**src/rtl/fetch_unit_pkg.sv**
```systemverilog
// Shared fetch/decode definitions: opcode constants, instruction field slices,
// the fetch FSM state type and the branch-offset helper.
package fetch_unit_pkg;

  localparam logic [5:0] OP_J   = 6'b000010;
  localparam logic [5:0] OP_JAL = 6'b000011;

  localparam int OPCODE_HI   = 31;
  localparam int OPCODE_LO   = 26;
  localparam int FUNC_HI     = 5;
  localparam int FUNC_LO     = 0;
  localparam int IMM16_HI    = 15;
  localparam int IMM16_LO    = 0;
  localparam int TARGET26_HI = 25;
  localparam int TARGET26_LO = 0;

  typedef enum logic [1:0] {
    ST_FETCH = 2'd0,
    ST_ISSUE = 2'd1,
    ST_HALT  = 2'd2
  } fetch_state_e;

  // Word-scaled, sign-extended conditional branch displacement.
  function automatic logic [31:0] branch_offset(input logic [15:0] imm16);
    return {{14{imm16[15]}}, imm16, 2'b00};
  endfunction

endpackage

```
**src/rtl/fetch_unit_next_pc_calc.sv**
```systemverilog
// Combinational next-PC selection for the fetch stage: redirect mux with
// priority jump_register > jump > branch > sequential, plus the link value.
module next_pc_calc
  import fetch_unit_pkg::*;
#(
  parameter int ADDR_W = 32
) (
  input  logic [ADDR_W-1:0] pc,
  input  logic [25:0]       target26,
  input  logic              jump,
  input  logic              jump_register,
  input  logic              branch,
  input  logic [31:0]       rs_data,
  output logic [ADDR_W-1:0] next_pc,
  output logic [ADDR_W-1:0] pc_plus8
);

  logic [ADDR_W-1:0] pc_plus4_s;
  logic [ADDR_W-1:0] jump_target_s;
  logic [ADDR_W-1:0] branch_target_s;

  assign pc_plus4_s      = pc + ADDR_W'(32'd4);
  assign pc_plus8        = pc + ADDR_W'(32'd8);
  assign jump_target_s   = {pc_plus4_s[ADDR_W-1:28], target26, 2'b00};
  assign branch_target_s = pc_plus4_s + ADDR_W'(branch_offset(target26[IMM16_HI:IMM16_LO]));

  // Redirect priority mux; halted is resolved by the FSM ahead of this.
  always_comb begin
    next_pc = pc_plus4_s;
    if (jump_register) begin
      next_pc = ADDR_W'(rs_data);
    end else if (jump) begin
      next_pc = jump_target_s;
    end else if (branch) begin
      next_pc = branch_target_s;
    end else begin
      next_pc = pc_plus4_s;
    end
  end

endmodule

```
**src/rtl/fetch_unit.sv**
```systemverilog
// Instruction-fetch stage: owns the PC, fetches over imem req/ack and hands
// words to decode. Optional misaligned-target trap: FETCH_ALIGN_CHECK_EN.
module fetch_unit
  import fetch_unit_pkg::*;
#(
  parameter int                ADDR_W   = 32,
  parameter logic [ADDR_W-1:0] RESET_PC = 32'h0000_0000
) (
  input  logic              clk,
  input  logic              rst,
  output logic              imem_req,
  output logic [ADDR_W-1:0] imem_addr,
  input  logic              imem_ack,
  input  logic [31:0]       imem_rdata,
  output logic              inst_valid,
  input  logic              inst_ready,
  output logic [31:0]       inst,
  output logic [ADDR_W-1:0] pc,
  output logic [ADDR_W-1:0] pc_plus8,
  input  logic              branch,
  input  logic              jump,
  input  logic              jump_register,
  input  logic              halted,
  input  logic [31:0]       rs_data,
  output logic              fetch_halted,
  output logic              fetch_fault
);

  fetch_state_e      state_r, state_s;
  logic [ADDR_W-1:0] pc_r, pc_s;
  logic [31:0]       inst_r, inst_s;
  logic [ADDR_W-1:0] next_pc_s;

  next_pc_calc #(.ADDR_W(ADDR_W)) u_next_pc_calc (
    .pc            (pc_r),
    .target26      (inst_r[TARGET26_HI:TARGET26_LO]),
    .jump          (jump),
    .jump_register (jump_register),
    .branch        (branch),
    .rs_data       (rs_data),
    .next_pc       (next_pc_s),
    .pc_plus8      (pc_plus8)
  );

`ifdef FETCH_ALIGN_CHECK_EN
  logic fault_r, fault_s;

  // Sticky misaligned-target flag.
  always_ff @(posedge clk) begin
    if (rst) begin
      fault_r <= 1'b0;
    end else begin
      fault_r <= fault_s;
    end
  end

  assign fetch_fault = fault_r && !rst;
`else
  assign fetch_fault = 1'b0;
`endif

  // State, PC and instruction registers.
  always_ff @(posedge clk) begin
    if (rst) begin
      state_r <= ST_FETCH;
      pc_r    <= RESET_PC;
      inst_r  <= 32'd0;
    end else begin
      state_r <= state_s;
      pc_r    <= pc_s;
      inst_r  <= inst_s;
    end
  end

  // Next-state logic; acks outside FETCH and inst_ready outside ISSUE fall through.
  always_comb begin
    state_s = state_r;
    pc_s    = pc_r;
    inst_s  = inst_r;
`ifdef FETCH_ALIGN_CHECK_EN
    fault_s = fault_r;
`endif
    case (state_r)
      ST_FETCH: begin
        if (imem_ack) begin
          inst_s  = imem_rdata;
          state_s = ST_ISSUE;
        end else begin
          state_s = ST_FETCH;
        end
      end
      ST_ISSUE: begin
        if (!inst_ready) begin
          state_s = ST_ISSUE;
        end else if (halted) begin
          state_s = ST_HALT;
        end else begin
`ifdef FETCH_ALIGN_CHECK_EN
          pc_s = next_pc_s;
          if (next_pc_s[1:0] != 2'b00) begin
            state_s = ST_HALT;
            fault_s = 1'b1;
          end else begin
            state_s = ST_FETCH;
          end
`else
          pc_s    = next_pc_s & ~ADDR_W'(32'd3);
          state_s = ST_FETCH;
`endif
        end
      end
      ST_HALT: begin
        state_s = ST_HALT;
      end
      default: begin
        state_s = ST_FETCH;
      end
    endcase
  end

  // Outputs are forced quiet while rst is held.
  assign imem_req     = (state_r == ST_FETCH) && !rst;
  assign inst_valid   = (state_r == ST_ISSUE) && !rst;
  assign fetch_halted = (state_r == ST_HALT) && !rst;
  assign imem_addr    = pc_r;
  assign pc           = pc_r;
  assign inst         = inst_r;

endmodule

```
**config.mk**
```make
export PLATFORM = sky130hd
export DESIGN_NAME = fetch_unit
export DESIGN_NICKNAME = d
export VERILOG_FILES = /design/src/rtl/fetch_unit_pkg.sv /design/src/rtl/fetch_unit_next_pc_calc.sv /design/src/rtl/fetch_unit.sv
export SDC_FILE = /design/constraint.sdc
export NUM_CORES = 1
export LEC_CHECK = 0
export ABC_AREA = 1
export ABC_CLOCK_PERIOD_IN_PS = 5300
export BUFFER_PORTS_ARGS = -buffer_cell sky130_fd_sc_hd__buf_4
export CAP_MARGIN = 25
export CORE_MARGIN = 5
export CORE_UTILIZATION = 55
export CTS_CLUSTER_DIAMETER = 80
export DETAILED_ROUTE_END_ITERATION = 10
export GPL_TIMING_DRIVEN = 0
export HOLD_SLACK_MARGIN = 0.08
export PLACE_DENSITY = 0.95
export SLEW_MARGIN = 20
export SYNTH_ARGS = -nofsm -noshare
export SYNTH_HDL_FRONTEND = slang
export SYNTH_SLANG_ARGS = --single-unit
```
**constraint.sdc**
```tcl
create_clock -name clk -period 5.3 [get_ports clk]
set_input_delay 0.265 -clock clk [delete_from_list [all_inputs] [get_ports clk]]
set_output_delay 0.265 -clock clk [all_outputs]
set_load 0.01 [all_outputs]
```
* Yosys cells after proc, flatten, opt, wreduce, memory -nomap -nowiden *
Index checks and enable logic that the tools add are counted.

cells by class
  add/sub/neg operators = 3
  $mul = 0
  divide/modulo/power cells = 0
  $lt $le $gt $ge = 0
  equal/unequal tests = 2
  shift operators = 0
  mux-type cells = 7
  bitwise operators = 1
  reduce and logical (&&, ||, !) cells = 7

operators by type and width
  operator                                              count
  2-to-1 mux 32 bit                                     3
  adder 32 x 3 -> 32 bit (second input constant)        1
  adder 32 bit                                          1
  adder 32 x 4 -> 32 bit (second input constant)        1
  case mux 2 bit (3 select lines)                       1
  2-to-1 mux 2 bit                                      2
  logical AND 1 bit                                     3
  AND reduction 3 bit                                   1
  equality test 2 x 1 -> 1 bit (second input constant)  1
  equality test 2 bit (second input constant)           1
  logical NOT 2 bit                                     1
  AND reduction 2 bit                                   1
  logical NOT 1 bit                                     1
  2-to-1 mux 1 bit                                      1
  NOT 1 bit                                             1

word-level totals
  bits in registers = 64
  latch bits = 0
  memory bits (writable) = 0
  ROM bits = 0
  memories = 0

* Longest topological paths before layout *
Gate-level depths: netlist of run 1.

  depth after elaboration = 5
  depth in mapped cells = 25

* Modules after synthesis *
From an unflattened synthesis of run 1, not the netlist that was laid out.

unflattened totals
  cells, all modules = 1310
  area total of the unflattened synthesis = 7390.8 sq um

by module, submodules not included
  module        times used  cells an instance  area each (sq um)  seq. area each (sq um)
  next_pc_calc  1           887                4431.8             0.0
  fetch_unit    1           423                2959.1             1281.2

* Worst setup path after synthesis of run 1 *
No wires, ideal clock.

  path kind = register -> register
  start point = register pc_r[4] (netlist: imem_addr[4])
  end point = register pc_r[30] (netlist: imem_addr[30])
  data arrival time = 2.799 ns
  slack = 2.430 ns
  stages on the path, launching flop included = 21
  clock period less this slack = 2.870 ns
  cell sequence = dfxtp_1 -> ha_1 -> nand2_1 -> nor2_8 -> nand2_4 -> nor3_4 -> nand2_1 -> xor2_1 -> inv_1 -> ha_1 -> a21oi_1 -> o21ai_0 -> a21oi_1 -> nor2_1 -> nor2_1 -> nand2_1 -> nand2_1 -> nand3_1 -> nand2_1 -> nand2_1 -> a21oi_1

between the ends
  longest elaborated chain between the ends = 5

RTL lines
  what                        RTL line                       source
  start: declaration          fetch_unit.sv:30               logic [ADDR_W-1:0] pc_r, pc_s;
  start signal: assignment    fetch_unit.sv:70               pc_r <= pc_s;
  adder 32 x 3 -> 32 bit (*)  fetch_unit_next_pc_calc.sv:22  assign pc_plus4_s = pc + ADDR_W'(32'd4);
  adder 32 bit                fetch_unit_next_pc_calc.sv:25  assign branch_target_s = pc_plus4_s + ADDR_W'(branch_offset(target26[IMM16_HI:IMM16_LO]));
  2-to-1 mux 32 bit           fetch_unit_next_pc_calc.sv:34  end else if (branch) begin
  2-to-1 mux 32 bit (*)       fetch_unit_next_pc_calc.sv:32  end else if (jump) begin
  2-to-1 mux 32 bit (*)       fetch_unit_next_pc_calc.sv:30  if (jump_register) begin

Every way passes the cells marked *; elsewhere a longest branch is shown, timed or not.
A chain may end at the register's enable or synchronous reset.

* Worst setup path in the final report of run 1 *
  start point = register pc_r[4] (netlist: imem_addr[4])
  end point = register pc_r[21] (netlist: imem_addr[21])

between the ends
  longest elaborated chain between the ends = 5

RTL lines
  what                        RTL line
  adder 32 x 3 -> 32 bit (*)  fetch_unit_next_pc_calc.sv:22
  adder 32 bit                fetch_unit_next_pc_calc.sv:25
  2-to-1 mux 32 bit (*)       fetch_unit_next_pc_calc.sv:34
  2-to-1 mux 32 bit (*)       fetch_unit_next_pc_calc.sv:32
  2-to-1 mux 32 bit (*)       fetch_unit_next_pc_calc.sv:30

Marks and branches as above.

==> results, run 1 <==
- Counting flops and latches in the post-synthesis netlist gives between 60 and 70.
- The sequential fraction of the synthesis area is 0.1927.
- The quantity of hold-fixing buffers added after cts is 0.
- The final setup violation count is 0.
- Sorting the synthesized cells by area gives the leading types as dfxtp_1 19%, nand2_1 16%, nor2_1 11%, ha_1 7.0%, a21oi_1 6.8%.
- The number of buffer cells added on primary ports is about 190.
- The number of gates resized after CTS was 0.
- For this run, the post-layout net count is 1,465.
- The maximum root-to-sink buffer count is 2.
- Summing all non-filler instances in the final layout gives an area of ~8600 um2.
- The total number of H-tree levels is 3.
- The detail-routed net length per standard cell is 17.41 um.
- In this run the tightest slew margin relative to its limit is 0.3093.
- Setup repair after global routing left no endpoint under its margin.
- The proportion of layout cells with a drive suffix above 1 is 0.2046.
- The post-synthesis area per instance is slightly below 6 um2.
- The kind of critical path is flip-flop to flip-flop.
- The largest voltage drop on the vdd net is around 0.3 mV.
- The initial antenna violation count was 0.
- The global-route wire length before repair is around 40,000 um.
- The clock tree root buffer cell is clkbuf_16.
- In this run, synthesis inferred 0 flip-flops with an integrated enable.
- In this run the remaining antenna-violating nets after routing total 0.
- At the end of the flow the core is filled with cells to 0.7241.
- The power density over cell area is roughly 190 nW/um2.
- The kind of end point of the critical path is a flip-flop.
- The netlist uses 40 different library cells.
- Summed over all layers, the global routing overflow is 0.
- Counting the fill cells in the layout gives around 1,000.
- The cell area after synthesis is about 6600 um2.
- The number of max-cap violations is 0.
- The final critical-path share of the clock period is 0.7216.
- The worst path arrival time is a little over 4 ns.
- Synthesis handed over a netlist of roughly 1,100 instances.
- Detailed routing inserted a total of 8,548 vias.
- The actual transition at the worst max-transition pin is slightly above 1 ns.
- Summed over all cells, the static leakage comes to between 0.004 and 0.005 uW.
- The worst setup timing slack at the placement stage is 1.662 ns.
- The cell row count is 40.
- The placeable core area is 11,910 um2.
- The worst endpoint required time is roughly 5.5 ns.
- The die is roughly 120 um wide.
- The I/O pin count is approximately 200.
- The final worst clock skew is between 0.008 and 0.009 ns.
- In the synthesized netlist the dominant register cell turns out to be dfxtp_1.
- The run finished with clean final reports.
- The final routed wirelength across all metal layers is approximately 26,000 um.
- The count of final hold-check violations is 0.
- The total count of max-transition violations in the final report is 0.
- For the worst-skew pair, the clock arrives at the later sink with an insertion delay of approximately 0.35 ns.
- The sink count of the clock tree is between 60 and 70.
- The minimum clock period after layout is around 3.8 ns.
- The post-place instance area is 8304 um2.
- The worst hold-check path type is input pin to flip-flop.
- After synthesis, the share of flip-flops with an asynchronous set or reset is 0.
- After detailed routing, the met3 layer carries 3197 um of wire.
- Summed over all nets, the half-perimeter wirelength after detailed placement is 21,350 um.
- Across all hold checks on the routed design, the worst slack comes to roughly 0.17 ns.
- Summed over all failing endpoints, the final setup total negative slack is 0 ns.
- The number of design-rule violations left by the first detailed-router iteration is just over 1,000.
- The routed length on met2 is about 12,000 um.
- The highest clock frequency the design can meet is roughly 0.26 GHz.
- The CTS tree is done.
- The starting density of the core is 0.5582.
- The kind of start point of the critical path is a flip-flop.
- The top routing layer in use is met4.
- Using the TritonRoute via totals, the vias-per-cell ratio works out to 5.676.
- Yosys printed 0 warnings.
- The via count of the first global-routing pass is 7,929.
- The post-route met1 wirelength is roughly 10000 um.
- Buffers inserted during clock tree synthesis total 9.
- Buffers added to address setup during post-CTS repair amount to 0.
- The number of optimization iterations in the first detailed-route pass is 6.
- Measured along the y axis, the die boundary spans 120.0 um.
- In the post-route analysis, the smallest setup slack over all paths is approximately 1.5 ns.
- 0 antenna diodes ended up in the layout.
- The area fraction of the dominant cell type after synthesis is 0.1927.
- The area added between synthesis and finish is 29.71%.
- For this run, the total global-route usage over all layers was measured as 0.3479.
- Entering global routing, the biggest net connects 25 pins.
- Routability-driven placement finished with a final weighted congestion of 1.054.
- The most area-hungry cell type in the Yosys netlist is dfxtp_1.
- In the routed design, unresolved DRC markers number 0.
- The critical-path maximum fanout is 6.
- The clock slew seen by the registers of the worst setup and hold paths is roughly 0.06 ns.
- The die area is 14,390 um2.
-- placed cells by master (no fill, tap or decap), types with 3 or more instances in the layout --
cell type / netlist / routed
inv_2: 6 / 6
nand2_1: 292 / 292
nand3_1: 58 / 58
xnor2_1: 12 / 12
dfxtp_1: 64 / 64
o21ai_1: 14 / 14
inv_1: 114 / 114
nor2_1: 203 / 203
nand4_1: 12 / 12
a21oi_1: 91 / 91
nor2_2: 6 / 6
nand2_2: 6 / 6
buf_4: 38 / 231
nor3_1: 10 / 10
and2_1: 6 / 6
o21bai_1: 4 / 4
nor2_4: 3 / 3
o221ai_1: 3 / 3
o21ai_0: 65 / 65
xor2_1: 45 / 45
clkbuf_16: 0 / 9
conb_1: 1 / 7
ha_1: 37 / 37
clkbuf_1: 32 / 32
a21o_1: 4 / 4
-- sequential cells by signal (all words and copies together), names as in the netlist --
register and cells:
inst 32, state_r 2, imem_addr 30
-- kinds of logic after synthesis --
| kind of cell | Yosys count | share of synthesized area |
|---|---|---|
| compound gates | 187 | 0.1483 |
| xor+xnor | 58 | 0.07753 |
| simple gates | 605 | 0.3782 |
| other cells | 1 | 0.0005640 |
| buf+inv | 192 | 0.1300 |
| flops | 64 | 0.1927 |
| fa+ha+maj | 38 | 0.07264 |
-- where the power goes --
group	switching (uW)	internal, uW
clock network	231	422
registers	51.7	511
logic	238	181
-- synth_stat cells (2+ instances only) --
master and n:
xor2_1 45, nor3_1 10, inv_1 114, o221ai_1 3
or2_1 2, o21ai_1 14, a221oi_1 2, nand2_2 6
nor2_2 6, clkbuf_1 32, buf_4 38, and2_1 6
or2_2 2, o21ai_0 65, nor2_1 203, dfxtp_1 64
o21bai_1 4, a21oi_1 91, nand3_1 58, a21o_1 4
ha_1 37, inv_2 6, nand4_1 12, nor2_4 3
xnor2_1 12, nand2_1 292
-- path summary, 6_finish.rpt --
check,start,end,slack [ns],depth (start not counted)
worst min register to register,inst[28],inst[28],0.49,2
worst min-delay path,imem_rdata[27],inst[27],0.17,3
worst max register to register,imem_addr[4],imem_addr[21],1.48,19
worst max-delay path,imem_addr[4],imem_addr[21],1.48,19
-- metal layers --
layer / track usage / vias up
li1: - / 4035
met1: 0.4286 / 3771
met2: 0.5613 / 620
met3: 0.08718 / 122
met4: 0.1761 / 0
met5: 0 / -
-- layout make-up --
type / count / area, um2 / share of cell area
clock buffer: 10 / 239.0 / 0.02771
buffer: 72 / 414.1 / 0.04802
timing repair buffer: 193 / 1449 / 0.1680
clock inverter: 5 / 81.33 / 0.009430
inverter: 120 / 450.4 / 0.05223
sequential: 64 / 1281 / 0.1486
tap: 147 / 183.9 / 0.02133
multi-input combinational: 895 / 4526 / 0.5247
-- per-stage QoR --
stage,total power (uW),cells
2_1_floorplan,786.1,1151
3_3_place_gp,965.1,1491
3_5_place_dp,975.1,1491
4_1_cts,1613,1506
5_1_grt,1685,1506
6_report,1634,1506
-- worst max-delay path, stage by stage, from the launching register on --
cell and delay [ns]:
dfxtp_1 0.45, ha_1 0.27, nand2_1 0.26, nor2_8 0.24
nand2_4 0.08, nor3_4 0.23, nand2_1 0.11, xor2_1 0.29
inv_1 0.11, ha_1 0.33, nand2_1 0.09, nor2_1 0.16
and2_1 0.26, nand4_1 0.20, nand4_1 0.15, nand3_1 0.13
nand2_1 0.11, nand2_1 0.05, nand2_1 0.08, a21oi_1 0.07
(Power assumes the default switching activity.)
==> inputs of run 2 (changes only) <==
- ABC_CLOCK_PERIOD_IN_PS: 5300 -> 3450
- CORE_UTILIZATION: 55 -> 48
- PLACE_DENSITY: 0.95 -> 0.88
- clock period: 5.3 -> 3.45 ns (I/O delays scaled with it)
==> results, run 2 (synthesis gave the netlist of run 1 again) <==
- The number of antenna cells inserted is 0 (unchanged).
- The count of final hold-check violations is 0 (unchanged).
- The number of optimization iterations in the first detailed-route pass is 6 (unchanged).
- The critical path in this run is classified as flip-flop to flip-flop.
- The worst relative slew slack is 0.2760 (-0.03331).
- The worst setup path is captured at a flip-flop.
- The initial antenna violation count came to 0 (unchanged).
- The final routed wirelength across all metal layers came to 25,960 um (-0.97%).
- The post-place instance area is 8346 um2 (+0.50%).
- The total count of max-transition violations in the final report came to 0 (unchanged).
- The die area came to 16,310 um2 (+13%).
- The critical-path maximum fanout was 6 (unchanged).
- The kind of start point of the critical path is a flip-flop.
- The CTS buffer count is 9 (unchanged).
- The final critical-path share of the clock period is 0.9606 (+0.2390).
- The clock slew seen by the registers of the worst setup and hold paths is 0.06 ns (about the same).
- The startpoint of the worst setup timing path is imem_addr[3].
- The actual transition at the worst max-transition pin is 1.085 ns (+0.04990 ns).
- The number of buffer cells added on primary ports is 193 (unchanged).
- The residual overflow from global routing was 0 (unchanged).
- The I/O pin count is 204 (unchanged).
- The detail-routed net length per standard cell is 16.80 um (-3.5%).
- In this run the clock root is driven by a clkbuf_16.
- The post-placement cell count is 1,524 (+2.2%).
- The chip height came to 127.7 um (+6.5%).
- The largest individual stage delay along the critical path comes from the cell dfxtp_4.
- The global-route wire length before repair is 39,040 um (-1.9%).
- The final cell count without fillers is 1,545 (+2.6%).
- The clock insertion delay at the later pin of the skew report is 0.34 ns (about the same).
- The final instance area is 8960 um2 (+3.9%).
- The final setup violation count is 0 (unchanged).
- The maximum root-to-sink buffer count came to 2 (unchanged).
- The area growth from synthesis to layout is 34.76%.
- The final hold slack is 0.08450 ns (-0.08490 ns).
- The sink count of the clock tree is 64 (unchanged).
- The worst hold-check path type is input pin to flip-flop.
- The number of design-rule violations left by the first detailed-router iteration was 968 (-6.5%).
- The flow ran to the end, and the final reports show no timing, DRC or antenna violations.
- The antenna violation net count after detailed routing is 0 (unchanged).
- The cell row count was 43 (+7.5%).
- The most numerous cell type found on the critical path is nand2_1.
- The post-route DRC violation count is 0 (unchanged).
- The proportion of layout cells with a drive suffix above 1 is 0.2484 (+0.04379).
- TritonCTS built the clock tree.
- The die width came to 127.7 um (+6.5%).
- The estimated wirelength of the detail-placed design is 21,150 um (-0.91%).
- The final weighted congestion in routability-driven placement was 0.9946 (-5.6%).
- The leakage power total is 0.004673 uW (+2.4%).
- The worst hold path startpoint is imem_rdata[27].
- The number of max-cap violations is 0 (unchanged).
- The total number of H-tree levels is 3 (unchanged).
- The delay of the slowest cell on the worst path is 0.39 ns (-0.06 ns).
- The highest clock frequency the design can meet is 0.3017 GHz (+15%).
- The largest net degree at the start of global routing was 25 (unchanged).
- The average via count per standard cell is 5.406 (-4.7%).
- The worst endpoint required time is 3.69 ns (-1.82 ns).
- The worst path arrival time is 3.56 ns (-0.47 ns).
- The leading cell type in the layout, fill and taps excluded is nand2_1.
- The via count of the first global-routing pass is 7,604 (-4.1%).
- The final worst clock skew came to 0.006345 ns (-0.002211 ns).
- The flip-flop count of the largest register, all copies and words added was 32 (unchanged).
- The starting density of the core is 0.4846 (-0.07356).
- The overall via count from detail_route is 8,353 (-2.3%).
- The power density over cell area is 270.3 nW/um2 (+43%).
- The signal on the critical path passes through ha_4, nand2_4, nor2_8, nand2_4, nor3_4, nand2_2, xor2_4, inv_1, ha_1, nand2_2, nor2_4, and2_4, nand4_1, nand3_1, nand2_1, nand3_1, nand2_1, nand2_1, nand2_1, a21oi_1.
- The number of fill cells is 1,230 (+21%).
- The global router's overall resource usage is 0.3018 (-0.04611).
- The largest voltage drop on the vdd net is 0.3688 mV (+25%).
- In the layout the commonest cells are 285 x nand2_1, 234 x buf_4, 195 x nor2_1.
- The number of nets in the final layout was 1,470 (+0.34%).
- The placeable core area was 13,720 um2 (+15%).
- The minimum clock period after layout is 3.314 ns (-0.5103 ns).
- The worst reg2reg path startpoint is imem_addr[3].
## run 2: cell count changes in the layout (fill, tap and decap cells not counted), sizes merged
cell         before  now
clkbuf           43   41
bufinv            2    1
clkinv            2    3
buf             232  237
dlygate4sd3       0    2
inv             120  121
## run 2: critical path: cells and delay by family, from the launching register on
family	cells	cell delay [ns]
XOR/XNOR	1	0.20
flip-flops	1	0.39
AO/OA/AOI/OAI	1	0.17
adder cells (fa/ha/maj)	2	0.50
buffers and inverters	1	0.08
AND/OR/NAND/NOR	15	1.87
## run 2: what timing repair did
action | 4_1_cts | 5_1_grt
hold endpoints to repair | 2 | 0
resized for setup | 6 | 68
endpoints found under the setup margin | 14 | 18
pin swaps | 0 | 3
buffers inserted | 0 | 4
hold buffers | 2 | 0
## run 2: worst paths after layout
path	to	slack (ns)	cells past startpoint
worst min-delay path	inst[27]	0.08	3
worst max register to register	imem_addr[21]	0.14	20
worst min register to register	inst[27]	0.49	2
worst max-delay path	imem_addr[21]	0.14	20
## run 2: through the flow
stage | worst slack (ns) | util | TNS, ns | total power, uW
global route | -0.02906 | 0.6531 | -0.07582 | 2531
detailed placement | -0.2801 | 0.6083 | -1.675 | 1498
CTS | 0.01910 | 0.6326 | 0 | 2397
finish | 0.1359 | 0.6531 | 0 | 2422
global placement | -0.3016 | 0.6083 | -1.479 | 1487
floorplan | 0.5804 | - | 0 | 1208
## run 2: metal layers
| layer | vias to the layer above | share of wire | global-route usage |
|---|---|---|---|
| met1 | 3647 | 0.37 | 0.3873 |
| met5 | - | 0 | 0.01858 |
| met2 | 578 | 0.45 | 0.4754 |
| met4 | 0 | 0.047 | 0.1342 |
| met3 | 91 | 0.13 | 0.07875 |
| li1 | 4037 | - | - |
## run 2: cell type report
class                      count  area, um2  share of cell area
sequential                    64       1309              0.1461
tap                          180      225.2             0.02514
multi-input combinational    895       4756              0.5308
inverter                     120      450.4             0.05027
timing repair buffer         199       1511              0.1687
clock inverter                 6      68.82            0.007680
buffer                        71      410.4             0.04580
clock buffer                  10      229.0             0.02556
## run 2: where the power goes
group | internal [uW] | switching (uW) | total (uW) | leakage, uW
clock network | 562 | 344 | 906 | 0.000143
registers | 785 | 82.8 | 868 | 0.000533
logic | 282 | 365 | 648 | 0.00400
